--- config.mk ---
export PLATFORM = sky130hd
export DESIGN_NAME = sd_slot_arbiter
export DESIGN_NICKNAME = d
export VERILOG_FILES = /design/src/rtl/sd_slot_arbiter.sv
export SDC_FILE = /design/constraint.sdc
export NUM_CORES = 1
export LEC_CHECK = 0
export BUFFER_PORTS_ARGS = -buffer_cell sky130_fd_sc_hd__buf_4
export CAP_MARGIN = 5
export CORE_MARGIN = 1
export CORE_UTILIZATION = 31
export CTS_CLUSTER_DIAMETER = 100
export DETAILED_ROUTE_END_ITERATION = 7
export PLACE_DENSITY_LB_ADDON = 0.3
export SYNTH_ARGS = -nofsm -noshare
export SYNTH_HDL_FRONTEND = slang
export SYNTH_SLANG_ARGS = --single-unit
--- constraint.sdc ---
create_clock -name clk -period 2.9 [get_ports clk]
set_input_delay 0.435 -clock clk [delete_from_list [all_inputs] [get_ports clk]]
set_output_delay 0.435 -clock clk [all_outputs]
set_load 0.05 [all_outputs]
--- src/rtl/sd_slot_arbiter.sv ---
// -----------------------------------------------------------------------------
// sd_slot_arbiter
//
// Shares the single SD block-transfer channel between three sector requesters
// (slot 0 = floppy drive 1, slot 1 = HDD, slot 2 = floppy drive 2). One slot is
// granted at a time, in round-robin order. The arbiter presents that slot's
// latched rd/wr/LBA request to the host loader. It routes the host ack back
// only to the granted slot, and it muxes that slot's write byte onto the
// shared sd_buff_din path. Runs on the 14.318 MHz pixel clock domain.
//
// Ports
//   clk            core clock (clk_pixel_14_318 at top level)
//   reset          synchronous, active-high reset
//   req_rd         per-slot read request (level, held until that slot's ack)
//   req_wr         per-slot write request (level, held until that slot's ack)
//   req_lba        per-slot LBA, slot n = bits [32n+31:32n]
//   req_buff_din   per-slot write byte, slot n = bits [8n+7:8n]
//   req_ack        per-slot ack, one-hot or zero
//   host_rd        read request to host
//   host_wr        write request to host
//   host_lba       LBA latched at grant time
//   host_slot      index of the granted slot
//   host_ack       host ack, high for the whole 512-byte transfer
//   host_buff_din  write byte from the granted slot, 0 when nothing is granted
//   busy           high while a grant is outstanding
//   timeout_pulse  one-cycle pulse when a grant is abandoned
// -----------------------------------------------------------------------------
module sd_slot_arbiter #(
  parameter int          NUM_SLOTS      = 3,
  parameter logic [23:0] TIMEOUT_CYCLES = 24'd14318180
) (
  input  logic                   clk,
  input  logic                   reset,
  input  logic [NUM_SLOTS-1:0]   req_rd,
  input  logic [NUM_SLOTS-1:0]   req_wr,
  input  logic [32*NUM_SLOTS-1:0] req_lba,
  input  logic [8*NUM_SLOTS-1:0] req_buff_din,
  output logic [NUM_SLOTS-1:0]   req_ack,
  output logic                   host_rd,
  output logic                   host_wr,
  output logic [31:0]            host_lba,
  output logic [1:0]             host_slot,
  input  logic                   host_ack,
  output logic [7:0]             host_buff_din,
  output logic                   busy,
  output logic                   timeout_pulse
);

  localparam logic [1:0] ST_IDLE  = 2'd0;
  localparam logic [1:0] ST_ISSUE = 2'd1;
  localparam logic [1:0] ST_XFER  = 2'd2;

  logic [1:0]  state;
  logic [1:0]  rr_ptr;     // first slot examined by the next IDLE scan
  logic        op_wr;      // latched operation: 1 = write, 0 = read
  logic        ack_d;      // host_ack one cycle ago, for edge detection
  logic [23:0] tmo_cnt;    // ISSUE cycles elapsed without an ack rise

  // Modulo-NUM_SLOTS add on the 2-bit slot index. Index 3 is never produced.
  function automatic logic [1:0] slot_add(input logic [1:0] base,
                                          input logic [1:0] off);
    logic [2:0] sum;
    sum = {1'b0, base} + {1'b0, off};
    if (sum >= 3'(NUM_SLOTS)) sum = sum - 3'(NUM_SLOTS);
    return sum[1:0];
  endfunction

  // ---------------------------------------------------------------------------
  // Per-slot views of the packed request buses
  // ---------------------------------------------------------------------------
  logic [31:0] lba_arr  [NUM_SLOTS];
  logic [7:0]  buff_arr [NUM_SLOTS];

  // NOTE: these arrays are plain wires unpacking the ports, not storage,
  // so they have nothing to reset.
  for (genvar g = 0; g < NUM_SLOTS; g++) begin : g_unpack
    assign lba_arr[g]  = req_lba[32*g +: 32];
    assign buff_arr[g] = req_buff_din[8*g +: 8];
  end

  logic [NUM_SLOTS-1:0] pending;
  assign pending = req_rd | req_wr;

  // ---------------------------------------------------------------------------
  // Round-robin select: first pending slot at rr_ptr, rr_ptr+1, rr_ptr+2
  // ---------------------------------------------------------------------------
  logic       sel_found;
  logic [1:0] sel_slot;
  logic [1:0] cand;

  // NOTE: every variable written here gets a default first, so no path
  // leaves one unassigned and no latch is inferred.
  always_comb begin
    sel_found = 1'b0;
    sel_slot  = 2'd0;
    cand      = 2'd0;
    for (int off = 0; off < NUM_SLOTS; off++) begin
      cand = slot_add(rr_ptr, off[1:0]);
      if (!sel_found && pending[cand]) begin
        sel_found = 1'b1;
        sel_slot  = cand;
      end
    end
  end

  // ---------------------------------------------------------------------------
  // ISSUE-state events
  // ---------------------------------------------------------------------------
  logic ack_rise;
  logic issue_ack;
  logic issue_tmo;

  // A host_ack already high on entering ISSUE has ack_d=1, so it is not a rise.
  assign ack_rise  = host_ack & ~ack_d;
  assign issue_ack = (state == ST_ISSUE) && ack_rise;
  assign issue_tmo = (state == ST_ISSUE) && !ack_rise &&
                     (tmo_cnt == TIMEOUT_CYCLES - 24'd1);

  // ---------------------------------------------------------------------------
  // Outputs
  // ---------------------------------------------------------------------------
  // The request comes from the latched op register. It is masked in the cycle
  // that ends ISSUE, so it drops together with the ack rise or the timeout.
  assign host_rd = (state == ST_ISSUE) && !op_wr && !issue_ack && !issue_tmo;
  assign host_wr = (state == ST_ISSUE) &&  op_wr && !issue_ack && !issue_tmo;

  assign busy = (state != ST_IDLE);

  // A reset cycle never reports an abandoned grant.
  assign timeout_pulse = issue_tmo && !reset;

  // The ack is a combinational pass-through, so the requester sees it fall in
  // the same cycle as the host. The rise cycle in ISSUE is routed as well.
  always_comb begin
    req_ack = '0;
    if (((state == ST_XFER) && host_ack) || issue_ack)
      req_ack[host_slot] = 1'b1;
  end

  assign host_buff_din = busy ? buff_arr[host_slot] : 8'h00;

  // ---------------------------------------------------------------------------
  // State, pointer and latched request
  // ---------------------------------------------------------------------------
  // NOTE: sequential state uses non-blocking assignments only, so every
  // register samples pre-edge values and the ordering of the statements
  // below does not matter.
  always_ff @(posedge clk) begin
    if (reset) begin
      state     <= ST_IDLE;
      rr_ptr    <= 2'd0;
      op_wr     <= 1'b0;
      ack_d     <= 1'b0;
      tmo_cnt   <= 24'd0;
      host_slot <= 2'd0;
      host_lba  <= 32'd0;
    end else begin
      ack_d <= host_ack;
      case (state)
        ST_IDLE: begin
          if (sel_found) begin
            // Write wins over read. A coincident read stays pending for a
            // later grant because the requester holds it.
            host_slot <= sel_slot;
            host_lba  <= lba_arr[sel_slot];
            op_wr     <= req_wr[sel_slot];
            tmo_cnt   <= 24'd0;
            state     <= ST_ISSUE;
          end
        end

        ST_ISSUE: begin
          // Dropping the request here does not cancel the grant. The host
          // may still complete the transfer.
          if (issue_ack) begin
            state <= ST_XFER;
          end else if (issue_tmo) begin
            rr_ptr <= slot_add(host_slot, 2'd1);
            state  <= ST_IDLE;
          end else begin
            tmo_cnt <= tmo_cnt + 24'd1;
          end
        end

        ST_XFER: begin
          if (!host_ack) begin
            rr_ptr <= slot_add(host_slot, 2'd1);
            state  <= ST_IDLE;
          end
        end

        default: state <= ST_IDLE;
      endcase
    end
  end

endmodule

==> summary.md <==
| Metric | Value |
|---|---|
| First-pass GRT wire length | `20900 µm` |
| Most area-hungry cell type in the Yosys netlist | `dfxtp_1` |
| WP data arrival | `2.35 ns` |
| Pwr Density | `542 nW/µm²` |
| CTS Buf Count | `9` |
| Worst-path clk slew | `0.06 ns` |
| Worst min-delay path class | `input port to register` |
| Maximum VDD drop | `0.305 mV` |
| MaxCap Viol Count | `0` |
| Final setup TNS | `0 ns` |
| Worst r2r dst | `host_lba[30]` |
| Critical Path Slowest Stage Cell | `or4_4` |
| Final net count | `815` |
| CTS tree | `done` |
| Endpoints failing setup | `0` |
| Vias in the first global route | `4409` |
| Congestion Overflow GR | `0` |
| Avg WL per Cell | `15.0 µm` |
| Worst Setup End Kind | `output pin` |
| Unrepaired setup endpoints after global routing | `false` |
| Die width | `114 µm` |
| Die Span Y | `114 µm` |
| Via density | `5.27` |
| Critical Path Stages | `6` |
| CTS Buffer Depth | `2` |
| Register area share after synthesis | `32.9%` |
| Final Wtd Congestion | `0.846` |
| Ys flop type | `dfxtp_1` |
| DRT Wirelength | `12800 µm` |
| Root buf cell | `clkbuf_16` |
| Hold Startpoint | `host_ack` |
| Mapped Cells | `517` |
| FP Rows | `40` |
| Buf+Inv Stages, Crit Path | `1` |
| N_diodes | `0` |
| Slew HR | `39.7%` |
| Final min period | `2.79 ns` |
| Ys async rst share | `0%` |
| CP required | `2.47 ns` |
| Vias | `4492` |
| Crit-path max cell delay | `0.43 ns` |
| Top-area cell type share of the netlist area | `32.9%` |
| Fin crit share | `96.0%` |
| Largest net degree at the start of global routing | `36` |
| CP Launch Type | `register` |
| Most frequent cells in the layout | `buf_4, dfxtp_1, nor2_1` |
| Area grow syn2layout | `46.8%` |
| Worst Skew | `0.00477 ns` |
| Top delay family on crit path | `simple AND/OR/NAND/NOR gates` |
| Gr usage total | `20.0%` |
| Final Max Slew Viols | `0` |
| Hold Path End | `ack_d` |
| Slew @ Worst Pin | `0.896 ns` |
| Worst-skew pair later-pin latency | `0.33 ns` |
| Starting Density | `32.2%` |
| Synth top area cells | `dfxtp_1, mux2i_1, o32ai_1` |
| Worst hold path depth | `2` |
| Syn. warnings | `0` |
| Ports | `178` |
| Fmax | `0.359 GHz` |
| P_leak | `2.34 nW` |
| DRT iter0 DRCs | `234` |
| Die area | `13000 µm²` |
| Flop2flop setup slack | `0.30 ns` |
| Cell count of the worst reg-to-reg path | `8` |
| Register bit count reported by yosys | `64` |
| Synthesized area | `3900 µm²` |
| Leading cell type in the layout, fill and taps excluded | `buf_4` |
| HPWL Detailed | `9290 µm` |
| H-tree Lvls | `3` |
| CP Max Fanout | `4` |
| Number of library cell types mapped by synthesis | `50` |
| DRC Markers | `0` |
| Crit-path cells | `ha_1 > or3b_1 > or3_1 > or4_4 > nor2_1 > buf_4` |
| Crit Path Class | `register to output pin` |
| Syn_nets | `652` |
| Syn Area/Cell | `7.54 µm²` |
| Fin Hold WS | `0.430 ns` |
| Reg2Reg Launch Point | `rr_ptr[1]` |
| Initial antenna violation count | `0` |
| I/O Buffers | `177` |
| Detailed Routing Iterations Pass 1 | `4` |
| Status | `finished clean` |
| Post-synth EDFFs | `0` |
| Core area | `12100 µm²` |
| Layout cells sized above 1 | `32.4%` |
| Fin. Hold Viols | `0` |
| Final ANT Viol Nets | `0` |
| TritonCTS Sinks | `64` |
==> report_power, final <==
group          internal, mW  switching, mW
clock                 0.771          0.407
combinational         0.352          0.579
sequential            0.948         0.0471
==> per-layer routing <==
| layer | GRT usage (%) | routed length, µm | vias to the layer above |
|---|---|---|---|
| met3 | 4.98 | 884 | 17 |
| met4 | 7.79 | 225 | 0 |
| met5 | 0 | 0 | - |
| li1 | - | - | 2195 |
| met2 | 33.5 | 6160 | 162 |
| met1 | 24.7 | 5560 | 2118 |
==> final cells by class <==
cell class                 instances  area [µm²]
sequential                        64        1280
clock buffer                      10         239
multi-input combinational        373        2320
inverter                          40         150
clock inverter                     6        82.6
tap                              168         210
timing repair buffer             192        1440
fill                            1195        6390
==> how the worst max path moves through the flow <==
stage	start	endpoint
final	tmo_cnt[1]	timeout_pulse
after global routing	tmo_cnt[1]	timeout_pulse
after CTS	tmo_cnt[0]	timeout_pulse
after detailed placement	rr_ptr[1]	host_lba[17]
after global placement	rr_ptr[1]	host_lba[23]
after floorplan	tmo_cnt[0]	timeout_pulse
==> state kept, by name (all words and copies together), names as in the netlist <==
register / count
host_slot: 2
host_lba: 32
state: 2
tmo_cnt: 24
op_wr: 1
rr_ptr: 2
ack_d: 1
==> Yosys cell counts, types with 2 or more instances <==
cell type	n
nand4_1	10
mux2_1	2
nor3_1	36
o21ai_0	23
nand2b_1	2
buf_2	5
or3_1	25
o211ai_1	2
inv_1	38
o32ai_1	33
nor2b_1	2
nand4b_1	2
dfxtp_1	64
a211o_1	2
a21oi_1	34
nand2_1	19
buf_1	4
mux2i_1	30
nand3_1	36
clkbuf_1	31
nor2_1	60
or2_2	2
and3_1	10
and2_1	2
nor4_1	4
ha_1	6
o21ai_1	10
==> stage by stage <==
stage                     total power, mW  utilization, %  instance area [µm²]  setup WS, ns  std cells
after floorplan                      1.58               -                 3900         0.158        517
after global placement               1.93            44.6                 5400         0.441        837
after detailed placement             1.94            44.6                 5400         0.314        837
after CTS                            3.13            47.2                 5720        0.0856        853
after global routing                 3.24            47.2                 5720       0.00427        853
final                                3.10            47.2                 5720         0.115        853
==> cells by family (layout without fill, tap and decap cells) <==
| kind of cell | count (synthesis) | count (layout) | synth area share, % |
|---|---|---|---|
| adders and majority gates | 7 | 7 | 2.21 |
| AOI/OAI and AO/OA | 115 | 115 | 20.0 |
| buffers and inverters | 80 | 248 | 7.86 |
| DFF | 64 | 64 | 32.9 |
| muxes | 32 | 32 | 8.28 |
| and+or+nand+nor | 219 | 219 | 28.8 |
==> repair_timing <==
action	in CTS	in global routing
setup endpoints to repair	0	1
buffers inserted	0	0
gates resized for setup	0	1
hold buffers	0	0
(Power assumes the default switching activity.)
